==> src/rtl/dcache_port_arbiter.sv <==
// dcache_port_arbiter: shares one dcache port between the memory-stage reader
// and the writeback writer, one transaction in flight, write-priority with read starvation guard.
module dcache_port_arbiter #(
  parameter int TAG_W      = 13,
  parameter int STARVE_MAX = 4
) (
  input  logic             clk,
  input  logic             reset,
  input  logic             rd_reqcyc,
  input  logic [63:0]      rd_req,
  input  logic [TAG_W-1:0] rd_reqtag,
  output logic             rd_reqack,
  output logic             rd_respcyc,
  output logic [63:0]      rd_resp,
  input  logic             wr_reqcyc,
  input  logic [63:0]      wr_req,
  input  logic [63:0]      wr_reqdata,
  input  logic [TAG_W-1:0] wr_reqtag,
  output logic             wr_reqack,
  output logic             wr_writeack,
  output logic             m_reqcyc,
  output logic [63:0]      m_req,
  output logic [63:0]      m_reqdata,
  output logic [TAG_W-1:0] m_reqtag,
  input  logic             m_reqack,
  input  logic             m_respcyc,
  input  logic [63:0]      m_resp,
  input  logic             m_writeack,
  output logic             m_respack,
  output logic             busy,
  output logic             grant_wr
);

  localparam int CW = $clog2(STARVE_MAX + 1);
  localparam logic [CW-1:0] SMAX = CW'(STARVE_MAX);

  typedef enum logic [1:0] {
    IDLE,
    ISSUE,
    WAIT_RD,
    WAIT_WR
  } state_t;

  state_t        state;
  state_t        stateNxt;
  logic [CW-1:0] starveCnt;
  logic          isWr;
  logic          grantRd;
  logic          grantWr;
  logic          readForce;

  assign readForce = rd_reqcyc && (starveCnt == SMAX);
  assign m_reqcyc  = (state == ISSUE);
  assign busy      = (state != IDLE);
  assign grant_wr  = isWr && busy;

  // State register
  always_ff @(posedge clk) begin
    if (!reset) state <= IDLE;
    else        state <= stateNxt;
  end

  // Arbitration, next state and winner-only handshakes; acks muted in reset
  always_comb begin
    stateNxt    = state;
    grantRd     = 1'b0;
    grantWr     = 1'b0;
    rd_reqack   = 1'b0;
    rd_respcyc  = 1'b0;
    rd_resp     = 64'd0;
    wr_reqack   = 1'b0;
    wr_writeack = 1'b0;
    m_respack   = 1'b0;
    unique case (state)
      IDLE: begin
        grantWr = wr_reqcyc && !readForce;
        grantRd = rd_reqcyc && !grantWr;
        if (grantWr || grantRd) stateNxt = ISSUE;
      end
      ISSUE: begin
        if (m_reqack) begin
          stateNxt  = isWr ? WAIT_WR : WAIT_RD;
          rd_reqack = reset && !isWr;
          wr_reqack = reset && isWr;
        end
      end
      WAIT_RD: begin
        if (m_respcyc) begin
          stateNxt = IDLE;
          if (reset) begin
            rd_respcyc = 1'b1;
            rd_resp    = m_resp;
            m_respack  = 1'b1;
          end
        end
      end
      WAIT_WR: begin
        if (m_writeack) begin
          stateNxt    = IDLE;
          wr_writeack = reset;
        end
      end
      default: stateNxt = IDLE;
    endcase
  end

  // Latch winner's request and track read starvation at grant time
  always_ff @(posedge clk) begin
    if (!reset) begin
      m_req     <= 64'd0;
      m_reqdata <= 64'd0;
      m_reqtag  <= '0;
      isWr      <= 1'b0;
      starveCnt <= '0;
    end else if (grantWr) begin
      m_req     <= wr_req;
      m_reqdata <= wr_reqdata;
      m_reqtag  <= wr_reqtag;
      isWr      <= 1'b1;
      if (rd_reqcyc && starveCnt != SMAX)
        starveCnt <= starveCnt + 1'b1;
    end else if (grantRd) begin
      m_req     <= rd_req;
      m_reqdata <= 64'd0;
      m_reqtag  <= rd_reqtag;
      isWr      <= 1'b0;
      starveCnt <= '0;
    end
  end

endmodule

==> config.mk <==
export PLATFORM = sky130hd
export DESIGN_NAME = dcache_port_arbiter
export DESIGN_NICKNAME = d
export VERILOG_FILES = /design/src/rtl/dcache_port_arbiter.sv
export SDC_FILE = /design/constraint.sdc
export NUM_CORES = 1
export LEC_CHECK = 0
export ABC_CLOCK_PERIOD_IN_PS = 2300
export BUFFER_PORTS_ARGS = -buffer_cell sky130_fd_sc_hd__buf_2
export CORE_AREA = 5 5 193 195
export CTS_CLUSTER_SIZE = 10
export DETAILED_ROUTE_END_ITERATION = 12
export DIE_AREA = 0 0 198 200
export PLACE_DENSITY_LB_ADDON = 0.05
export SLEW_MARGIN = 30
export SYNTH_ARGS = -nofsm -noshare
export SYNTH_HDL_FRONTEND = slang
export SYNTH_SLANG_ARGS = --single-unit
==> constraint.sdc <==
create_clock -name clk -period 2.3 [get_ports clk]
set_clock_uncertainty 0.1 [all_clocks]
set_input_delay 0.575 -clock clk [delete_from_list [all_inputs] [get_ports clk]]
set_output_delay 0.575 -clock clk [all_outputs]
set_load 0.05 [all_outputs]
Yosys cells after proc, flatten, opt, wreduce, memory -nomap -nowiden --
Index checks and enable logic that the tools add are counted. Widths: inputs -> output; s select.
Operators by class: add/sub/neg operators 1, multiply operators 0, divide/modulo/power cells 0, magnitude comparators 0, equal/unequal tests 10, shift-type cells 0, muxes and demuxes 31, bitwise operators 0, reductions and logical operators 16
Operator list (count):
- $mux 64 | 7
- $mux 13 | 2
- $mux 1 | 14
- $mux 3 | 3
- $mux 2 | 4
- $pmux 2 s4 | 1
- $logic_and 1x1->1 | 7
- $ne 2x2->1 const B | 3
- $eq 2x2->1 const B | 2
- $ne 2x1->1 const B | 2
- $reduce_and 4->1 | 1
- $reduce_bool 2->1 | 2
- $add 3x1->3 const B | 1
- $eq 3x3->1 const B | 1
- $logic_not 1->1 | 3
- $ne 3x3->1 const B | 1
- $eq 2x1->1 const B | 1
- $logic_not 2->1 | 1
- $reduce_and 2->1 | 1
- $logic_or 1x1->1 | 1
Word-level totals: register bits 147, latch bits 0, bits in writable memories 0, memory bits (read-only) 0, input port bits 289, output and inout bits 213, word-level logic and storage cells 64, memories kept 0

Depth between registers and ports, before layout --
Gate-level depths: netlist of run 1.
depth in word-level cells 9, mapped depth 8, gate-level depth less buffers 5

Least setup slack after synthesis of run 1 --
Ideal clock, no wire load.
path type reg-to-output, start point reg state[0], end point out rd_reqack, arrival 2088 ps, required time 1625 ps, path slack -463 ps, cell stages (with the launch flop) 4, buffers on the path 0, path through dfxtp_1 -> nor2b_1 -> nand3_1 -> nor2_1
On the way: longest elaborated chain between the ends 2
RTL lines:
- start: declaration | RTL line 44 | state_t state;
- start signal: assignment | RTL line 60 | else state <= stateNxt;
- $eq 2x1->1
- named net m_reqcyc | RTL line 21 | output logic m_reqcyc,
- $mux 1 | RTL line 74 | unique case (state)
- end: declaration | RTL line 12 | output logic rd_reqack,
The timed path passes the listed nets, and every way through them passes these cells.

Worst setup path after layout of run 1 --
start point reg state[0], end point out rd_resp[14]
On the way: longest elaborated chain between the ends 2
RTL lines:
- $eq 2x2->1 | RTL line 74
- $mux 64 | RTL line 74
- end: declaration | RTL line 14 | output logic [63:0] rd_resp,
No other way between the ends.

==> impl_metrics.py, run 1 <==
metrics = {
    "clock_network": {
        "hold_buffers": 0,
        "cts_tree": "built",
        "cts_buffers": 17,
        "clock-sinks": 147,
        "cts_htree_levels": 4,
        "root_buffer": "clkbuf_16",
        "clock_path_buffers": 2,
        "path_clk_slew_ns": 0.07,
        "clk_latency_ns": 0.44,
    },
    "sta": {
        "grt_setup_unrepaired": "yes",
        "slew_viol_final": 0,
        "finalSetupViolCount": 45,
        "fmax_mhz": 426,
        "slew_headroom_pct": 64.1,
        "tightest_slew_ns": 0.538,
        "fin_ws_ns": -0.0451,
        "final_hold_viol_count": 0,
        "min_period_ns": 2.35,
        "fin_crit_sh_pct": 102,
    },
    "critical_path": {
        "path_cells": "nand2b_4 > nor2_4 > buf_12 > clkbuf_16 > and2_1 > buf_6",
        "crit_path_max_fanout": 9,
        "criticalPathCategory": "flip-flop to primary output",
        "cp_slowest_cell": "dfxtp_1",
        "required_ns": 1.62,
        "cp-end-kind": "primary output",
        "critPathMaxStageDelay_ns": 0.31,
        "start_kind": "flip-flop",
        "path_buf_inv": 3,
        "arrival_ns": 1.67,
        "crit_family": "buffers and inverters",
    },
    "route": {
        "vias_per_cell": 4.91,
        "wl_um": 40500,
        "via_count": 8805,
        "drcViolationCount": 0,
        "postRouteAntennaNets": 0,
        "drt_iter0_drc": 386,
        "first_pass_iters": 5,
        "wire_per_inst_um": 22.6,
    },
    "global_route": {
        "overflow": 0,
        "grt_max_degree": 102,
        "grt_usage_pct": 18.6,
        "grt_pass1_vias": 8667,
        "grt_antenna_before_repair": 12,
        "grt_pass1_wl_um": 56000,
    },
    "synthesis": {
        "syn-num-nets": 1166,
        "synthTopCellsByArea": "dfxtp_1, a21oi_1, nor4b_1",
        "synth_ff_type": "dfxtp_1",
        "yosys_warnings": 0,
        "synthAdderAreaFrac_pct": 0.347,
        "ys_ff_latch": 147,
        "synth.cell_area_mm2": 0.00721,
        "synth_top_family_by_area": "simple AND/OR/NAND/NOR gates",
        "synth_xor_area_share_pct": 0,
        "syn_area_per_cell_um2": 8.24,
        "synth_compound_area_share_pct": 15.1,
        "synth_cell_types": 32,
        "muxShareOfSynthArea_pct": 0,
        "synth.most_common_cell": "dfxtp_1",
        "yosys.area_share.simple_pct": 34.8,
        "synthArstFlopShare_pct": 0,
        "synth_top_area_cell": "dfxtp_1",
        "netlist.area_leader.share_pct": 40.8,
        "synth_commonest_cells": "dfxtp_1, a21oi_1, nor3_1",
        "syn_inst": 875,
        "seq_area_frac_synth_pct": 40.8,
        "synth_edf_count": 0,
    },
    "power_and_ir_drop": {
        "worst_ir_drop_vdd_uv": 487,
        "leakagePower_nw": 5.03,
        "power_w": 0.00846,
        "p_per_area_mw_per_mm2": 732,
    },
    "worst_hold_path": {
        "hold_path.class": "input port to flip-flop",
    },
    "cells_and_area": {
        "syn2layout_area_growth_pct": 60.3,
        "fin_util_pct": 32.8,
        "nets": 1604,
        "drive_above_1_share_pct": 47.2,
        "final_cells": 1794,
        "design_area_mm2": 0.0116,
    },
    "floorplanning": {
        "core-area_mm2": 0.0352,
        "ios": 502,
        "start_util_pct": 20.5,
        "die_w_um": 198,
        "num_rows": 69,
        "dieArea_mm2": 0.0396,
        "dieHeight_um": 200,
    },
    "flow_run": {
        "cap_violations": 0,
    },
    "placed_design": {
        "dp_hpwl_um": 27700,
        "placed_cell_area_mm2": 0.0102,
        "port_buffers": 501,
        "placed_cells": 1748,
        "gp_congestion": 0.811,
    },
    "outcome": {
        "violations": "setup timing",
        "status": "finished with violations",
    },
}
## metal layers
layer / vias to the layer above / global-route usage, % / routed length (um) / share of wire, %
met4: 8 / 5.41 / 1040 / 2.6
met5: - / 0 / 44 / 0.11
met3: 53 / 6.98 / 3410 / 8.4
li1: 4174 / - / - / -
met1: 4216 / 20.7 / 15000 / 37
met2: 354 / 33.3 / 21100 / 52
## metrics by stage
stage	TNS (ns)	setup WS, ns	hold WS (ns)
2_1_floorplan	-0.314	-0.157	0.349
3_3_place_gp	0	0.0865	0.361
3_5_place_dp	0	0.0762	0.365
4_1_cts	-0.0114	-0.0114	0.270
5_1_grt	-4.62	-0.128	0.278
6_report	-1.17	-0.0451	0.304
## where the power goes
| group | internal (W) | total [W] | switching [W] |
|---|---|---|---|
| clock network | 0.00165 | 0.00283 | 0.00118 |
| registers | 0.00280 | 0.00293 | 0.000125 |
| logic | 0.000791 | 0.00271 | 0.00191 |
## area by class of cell
| type | count | area, um2 |
|---|---|---|
| Inverter | 6 | 27.5 |
| Tap cell | 461 | 577 |
| Sequential cell | 147 | 2940 |
| Clock buffer | 22 | 464 |
| Fill cell | 3826 | 23700 |
| Timing Repair Buffer | 540 | 3650 |
| Multi-Input combinational cell | 601 | 3770 |
| Antenna cell | 8 | 20.0 |
| Clock inverter | 9 | 106 |
## cell usage in the layout, fill, tap and decap left out, types with 20 or more instances in the layout
| master | instances |
|---|---|
| nand4_1 | 66 |
| and2_1 | 26 |
| buf_8 | 40 |
| buf_4 | 25 |
| and2_4 | 38 |
| nor4_1 | 77 |
| o21ai_0 | 65 |
| clkbuf_16 | 20 |
| nor4b_1 | 72 |
| nor3_1 | 78 |
| dfxtp_1 | 147 |
| a21oi_1 | 144 |
| buf_12 | 21 |
| buf_2 | 433 |
## worst reg2reg max path, stage by stage, from the launching register on
cell and delay (ns):
dfxtp_1 0.35, inv_1 0.06, ha_1 0.26, and3_2 0.25, buf_12 0.17, nor4b_1 0.43
buf_4 0.19, nor4_1 0.04
## registers in the layout, summed over array words and instances (netlist names)
name       cells
state          2
m_req         64
m_reqtag      13
starveCnt      3
isWr           1
m_reqdata     64
## timing repair
item                                    CTS  global route
cloned                                    0             6
buffers inserted                          0             1
endpoints found under the setup margin   67            67
pin swaps                                 0             1
gates resized for setup                  97           108
## path summary, 6_finish.rpt
check / depth (start not counted) / slack, ns / startpoint / end
min reg2reg: 2 / 0.37 / m_reqdata[23] / m_reqdata[23]
max reg2reg: 7 / 0.33 / starveCnt[0] / m_req[5]
min: 3 / 0.30 / wr_reqdata[59] / m_reqdata[59]
max: 6 / -0.05 / state[0] / rd_resp[14]
## kinds of logic (layout without fill, tap and decap cells)
logic type / Yosys count / in the layout
buffers and inverters: 127 / 577
DFF: 147 / 147
and+or+nand+nor: 385 / 385
adders and majority gates: 2 / 2
AOI/OAI and AO/OA: 214 / 214
other: 0 / 8
(Power assumes the default switching activity.)
==> run 2, diff against run 1 <==
BUFFER_PORTS_ARGS = -buffer_cell sky130_fd_sc_hd__clkbuf_2   (was -buffer_cell sky130_fd_sc_hd__buf_2)
SETUP_SLACK_MARGIN = 0.3   (was not set)
==> impl_metrics.py, run 2 (synthesis results as in run 1) <==
metrics = {
    "critical_path": {
        "cp_slowest_cell": "dfxtp_2",
        "crit_path_max_fanout": 8,
        "path_cells": "nand2b_4 > nor2_4 > buf_12 > clkbuf_16 > and2_4 > buf_12",
        "critPathMaxStageDelay_ns": 0.32,
        "arrival_ns": 1.65,
        "crit_family": "simple AND/OR/NAND/NOR gates",
        "cp-end-kind": "primary output",
        "required_ns": 1.62,
        "criticalPathCategory": "flip-flop to primary output",
        "start_kind": "flip-flop",
        "cp_common_cell": "buf_12",
        "path_buf_inv": 3,
    },
    "clock_network": {
        "root_buffer": "clkbuf_16",
        "clk_latency_ns": 0.44,
        "clock-sinks": 147,
        "cts_tree": "built",
        "clock_path_buffers": 2,
        "cts_htree_levels": 4,
        "path_clk_slew_ns": 0.07,
        "cts_buffers": 17,
    },
    "power_and_ir_drop": {
        "intPower_w": 0.00572,
        "leakagePower_nw": 5.93,
        "worst_ir_drop_vdd_uv": 467,
        "power_frac_clock_pct": 30.0,
        "power_frac_comb_pct": 38.5,
        "p_per_area_mw_per_mm2": 667,
        "switchingPower_w": 0.00367,
        "pwr-share-seq_pct": 31.5,
        "swShare_pct": 39.1,
    },
    "floorplanning": {
        "start_util_pct": 20.5,
        "ios": 502,
        "dieArea_mm2": 0.0396,
        "num_rows": 69,
        "dieHeight_um": 200,
        "die_w_um": 198,
        "core-area_mm2": 0.0352,
    },
    "outcome": {
        "status": "finished with violations",
        "violations": "setup timing",
    },
    "sta": {
        "tightest_slew_ns": 0.924,
        "fin_setup_tns_ns": -0.300,
        "final_hold_viol_count": 0,
        "slew_headroom_pct": 38.2,
        "fin_ws_ns": -0.0216,
        "holdWs_ns": 0.282,
        "fin_crit_sh_pct": 101,
        "grt_setup_unrepaired": "yes",
        "fmax_mhz": 431,
        "finalSetupViolCount": 24,
        "slew_viol_final": 0,
        "min_period_ns": 2.32,
    },
    "flow_run": {
        "cap_violations": 0,
    },
    "route": {
        "drcViolationCount": 0,
        "wire_per_inst_um": 24.4,
        "wl_um": 44900,
        "vias_per_cell": 4.91,
        "via_count": 9041,
        "postRouteAntennaNets": 0,
        "drt_iter0_drc": 343,
        "first_pass_iters": 5,
    },
    "placed_design": {
        "port_buffers": 501,
        "pre_cts_slack_ns": 0.00756,
        "dp_hpwl_um": 28900,
        "gp_congestion": 0.785,
    },
    "cells_and_area": {
        "fin_util_pct": 40.0,
        "biggestRegsByFlops": "m_req (64), m_reqdata (64), m_reqtag (13)",
        "layout_common_cells": "clkbuf_2, dfxtp_1, a21oi_1, nor3_1, nand4_1",
        "drive_above_1_share_pct": 61.3,
        "syn2layout_area_growth_pct": 95.2,
        "layout_commonest_cell": "clkbuf_2",
        "nets": 1652,
    },
    "global_route": {
        "grt_antenna_before_repair": 3,
        "overflow": 0,
        "grt_usage_pct": 19.3,
        "grt_pass1_vias": 8803,
        "grt_pass1_wl_um": 58000,
        "grt_max_degree": 102,
    },
    "worst_hold_path": {
        "hold_path.class": "input port to flip-flop",
    },
}
==> run 2: through the flow <==
stage / power (W) / cell area [um2] / cells
3_5_place_dp: 0.00572 / 11000 / 1754
6_report: 0.00939 / 14100 / 1840
2_1_floorplan: 0.00476 / 7320 / 875
4_1_cts: 0.00870 / 12100 / 1798
3_3_place_gp: 0.00572 / 11000 / 1754
5_1_grt: 0.00981 / 14100 / 1838
==> run 2: repair_timing <==
action / CTS / global route
hold buffers: 0 / 0
buffers inserted: 10 / 16
pin swaps: 4 / 86
gates cloned: 2 / 21
endpoints found under the hold margin: 0 / 0
endpoints found under the setup margin: 72 / 134
resized for setup: 98 / 279
==> run 2: final cells by class <==
class	instances	area, um2
Fill cell	3620	21200
Inverter	6	37.5
Clock inverter	11	103
Sequential cell	147	2950
Timing Repair Buffer	586	4890
Multi-Input combinational cell	603	5040
Antenna cell	5	12.5
Tap cell	461	577
Clock buffer	21	470
==> run 2: worst reg2reg max path: stages (launching register included) <==
cell and delay, ns:
dfxtp_2 0.32, buf_4 0.13, buf_6 0.11, buf_8 0.12
nor2_4 0.13, buf_12 0.14, clkinv_8 0.06, buf_6 0.11
buf_12 0.14, buf_6 0.13, clkbuf_16 0.17, nor4b_4 0.29
nor4_2 0.06
==> run 2: layer usage <==
| layer | up-vias | GRT usage [%] | routed length [um] |
|---|---|---|---|
| li1 | 4280 | - | - |
| met1 | 4393 | 22.1 | 17200 |
| met2 | 335 | 34.6 | 23900 |
| met3 | 33 | 6.14 | 3040 |
| met4 | 0 | 5.36 | 844 |
| met5 | - | 0 | 0 |
==> run 2: worst paths after layout <==
path                        from             to  slack, ns  depth (start not counted)
setup / recovery        state[0]    rd_resp[46]      -0.02                          6
hold / removal    wr_reqdata[12]  m_reqdata[12]       0.28                          3
setup reg to reg        state[0]      m_req[36]       0.19                         12
hold reg to reg    m_reqdata[21]  m_reqdata[21]       0.36                          2
==> run 2: power groups by stage <==
stage	sequential (W)	combinational, W	clock [W]
2_1_floorplan	0.00384	0.000927	0
5_1_grt	0.00298	0.00380	0.00302
6_report	0.00296	0.00361	0.00282
3_5_place_dp	0.00299	0.00272	0
3_3_place_gp	0.00299	0.00273	0
4_1_cts	0.00294	0.00283	0.00293
==> run 3, diff against run 2 <==
CORE_AREA = 5 5 194 196   (was 5 5 193 195)
DIE_AREA = 0 0 199 201   (was 0 0 198 200)
==> impl_metrics.py, run 3 (synthesis results as in run 1) <==
metrics = {
    "outcome": {
        "status": "finished with violations",
        "violations": "setup timing",
    },
    "sta": {
        "slew_viol_final": 0,
        "finalSetupViolCount": 39,
        "slew_headroom_pct": 51.0,
        "grt_setup_unrepaired": "yes",
        "fin_crit_sh_pct": 103,
        "fmax_mhz": 421,
        "fin_setup_tns_ns": -2.29,
        "tightest_slew_ns": 0.735,
        "min_period_ns": 2.38,
        "fin_ws_ns": -0.0780,
        "final_hold_viol_count": 0,
    },
    "cells_and_area": {
        "multiInputGateArea_mm2": 0.00422,
        "nets": 1625,
        "layout_commonest_cell": "clkbuf_2",
        "seq_area_mm2": 0.00295,
        "biggestRegsByFlops": "m_req (64), m_reqdata (64), m_reqtag (13)",
        "fillers": 3858,
        "syn2layout_area_growth_pct": 78.4,
        "drive_above_1_share_pct": 54.3,
        "layout_common_cells": "clkbuf_2, dfxtp_1, a21oi_1, nor3_1, nor4_1",
    },
    "flow_run": {
        "cap_violations": 0,
    },
    "clock_network": {
        "path_clk_slew_ns": 0.07,
        "root_buffer": "clkbuf_16",
        "clk_latency_ns": 0.42,
        "clock_path_buffers": 2,
        "hold_buffers": 0,
        "cts_htree_levels": 4,
        "cts_buffers": 17,
        "cts_tree": "built",
        "clock-sinks": 147,
    },
    "critical_path": {
        "crit-reg2reg-launch": "state[0]",
        "crit_family": "buffers and inverters",
        "path_buf_inv": 4,
        "start_kind": "flip-flop",
        "cp-startpoint": "state[0]",
        "endpoint": "rd_resp[9]",
        "arrival_ns": 1.70,
        "cp_slowest_cell": "dfxtp_2",
        "rr_worst_depth": 8,
        "criticalPathCategory": "flip-flop to primary output",
        "required_ns": 1.62,
        "timing.rr.end": "m_req[20]",
        "crit_path_max_fanout": 6,
        "critPathMaxStageDelay_ns": 0.33,
        "path_cells": "nand2b_4 > nor2_4 > buf_12 > buf_4 > clkbuf_16 > and2_4 > buf_8",
        "cp-end-kind": "primary output",
        "cp.depth": 7,
        "r2r_slack_ns": 0.37,
    },
    "power_and_ir_drop": {
        "power_w": 0.00904,
        "worst_ir_drop_vdd_uv": 483,
        "leakagePower_nw": 5.45,
        "p_per_area_mw_per_mm2": 703,
    },
    "route": {
        "first_pass_iters": 5,
        "drcViolationCount": 0,
        "drt_iter0_drc": 352,
        "wire_per_inst_um": 23.3,
        "via_count": 8892,
        "wl_um": 42500,
        "postRouteAntennaNets": 0,
        "vias_per_cell": 4.88,
    },
    "floorplanning": {
        "die_w_um": 199,
        "dieArea_mm2": 0.0400,
        "num_rows": 70,
        "dieHeight_um": 201,
        "ios": 502,
        "start_util_pct": 20.1,
        "core-area_mm2": 0.0359,
    },
    "placed_design": {
        "port_buffers": 501,
        "dp_hpwl_um": 28400,
        "gp_congestion": 0.806,
        "pre_cts_slack_ns": 0.0397,
    },
    "global_route": {
        "overflow": 0,
        "grt_antenna_before_repair": 11,
        "grt_max_degree": 98,
        "grt_pass1_vias": 8857,
        "grt_pass1_wl_um": 58800,
        "grt_usage_pct": 19.2,
    },
    "worst_hold_path": {
        "hold_path.class": "input port to flip-flop",
    },
}
[run 3: cell count changes in the layout (fill, tap and decap cells not counted), moves of 9 or more]
cell | before | now
a21oi_4 | 10 | 0
nor4_2 | 31 | 1
and2_2 | 27 | 4
nor4b_1 | 3 | 24
o21ai_0 | 53 | 65
o21ai_2 | 9 | 0
clkbuf_16 | 36 | 26
nor4_1 | 46 | 76
a21oi_2 | 13 | 0
a21oi_1 | 121 | 144
nor4b_4 | 41 | 0
buf_6 | 17 | 8
and2_4 | 37 | 60
nor4b_2 | 33 | 53
[run 3: routing by layer]
layer	share of wire (%)	vias to the layer above	track usage, %
met3	7.4	34	5.77
met4	1.9	0	6.67
met1	39	4285	21.4
li1	-	4235	-
met5	0	-	0
met2	52	338	34.3
[run 3: through the flow]
stage | util (%) | instances | area [um2] | hold slack [ns]
finish | 35.8 | 1824 | 12900 | 0.298
global route | 35.8 | 1824 | 12900 | 0.274
CTS | 34.1 | 1803 | 12300 | 0.271
detailed placement | 30.8 | 1761 | 11100 | 0.367
global placement | 30.8 | 1761 | 11100 | 0.362
floorplan | - | 875 | 7320 | 0.349
[run 3: how the worst min path moves through the flow]
| stage | start | endpoint | slack (ns) | cells after the start |
|---|---|---|---|---|
| floorplan | starveCnt[1] | starveCnt[1] | 0.35 | 2 |
| global placement | m_reqdata[2] | m_reqdata[2] | 0.36 | 2 |
| detailed placement | m_reqdata[54] | m_reqdata[54] | 0.37 | 2 |
| CTS | wr_reqdata[37] | m_reqdata[37] | 0.27 | 3 |
| global route | wr_reqdata[58] | m_reqdata[58] | 0.27 | 3 |
| finish | wr_reqdata[34] | m_reqdata[34] | 0.30 | 3 |
[run 3: area by class of cell]
type                       count  area share [%]
clock buffer                  19            3.52
antenna                       10           0.195
tap                          468            4.55
inverter                       6           0.253
multi-input combinational    604            32.8
timing repair buffer         558            34.3
sequential                   147            22.9
clock inverter                12            1.50
[run 3: worst min-delay path, stage by stage]
cell      delay [ns]
clkbuf_2        0.08
nand4_1         0.07
a21oi_1         0.06
[run 3: what timing repair did]
action / 4_1_cts / 5_1_grt
cloned: 5 / 6
pin swaps: 14 / 11
buffers inserted: 6 / 5
resized for setup: 93 / 108
setup endpoints to repair: 104 / 143
[run 3: where the power goes]
part	switching (W)	total, W	internal [W]
clock	0.00126	0.00316	0.00190
combinational	0.00201	0.00295	0.000934
sequential	0.000135	0.00294	0.00280
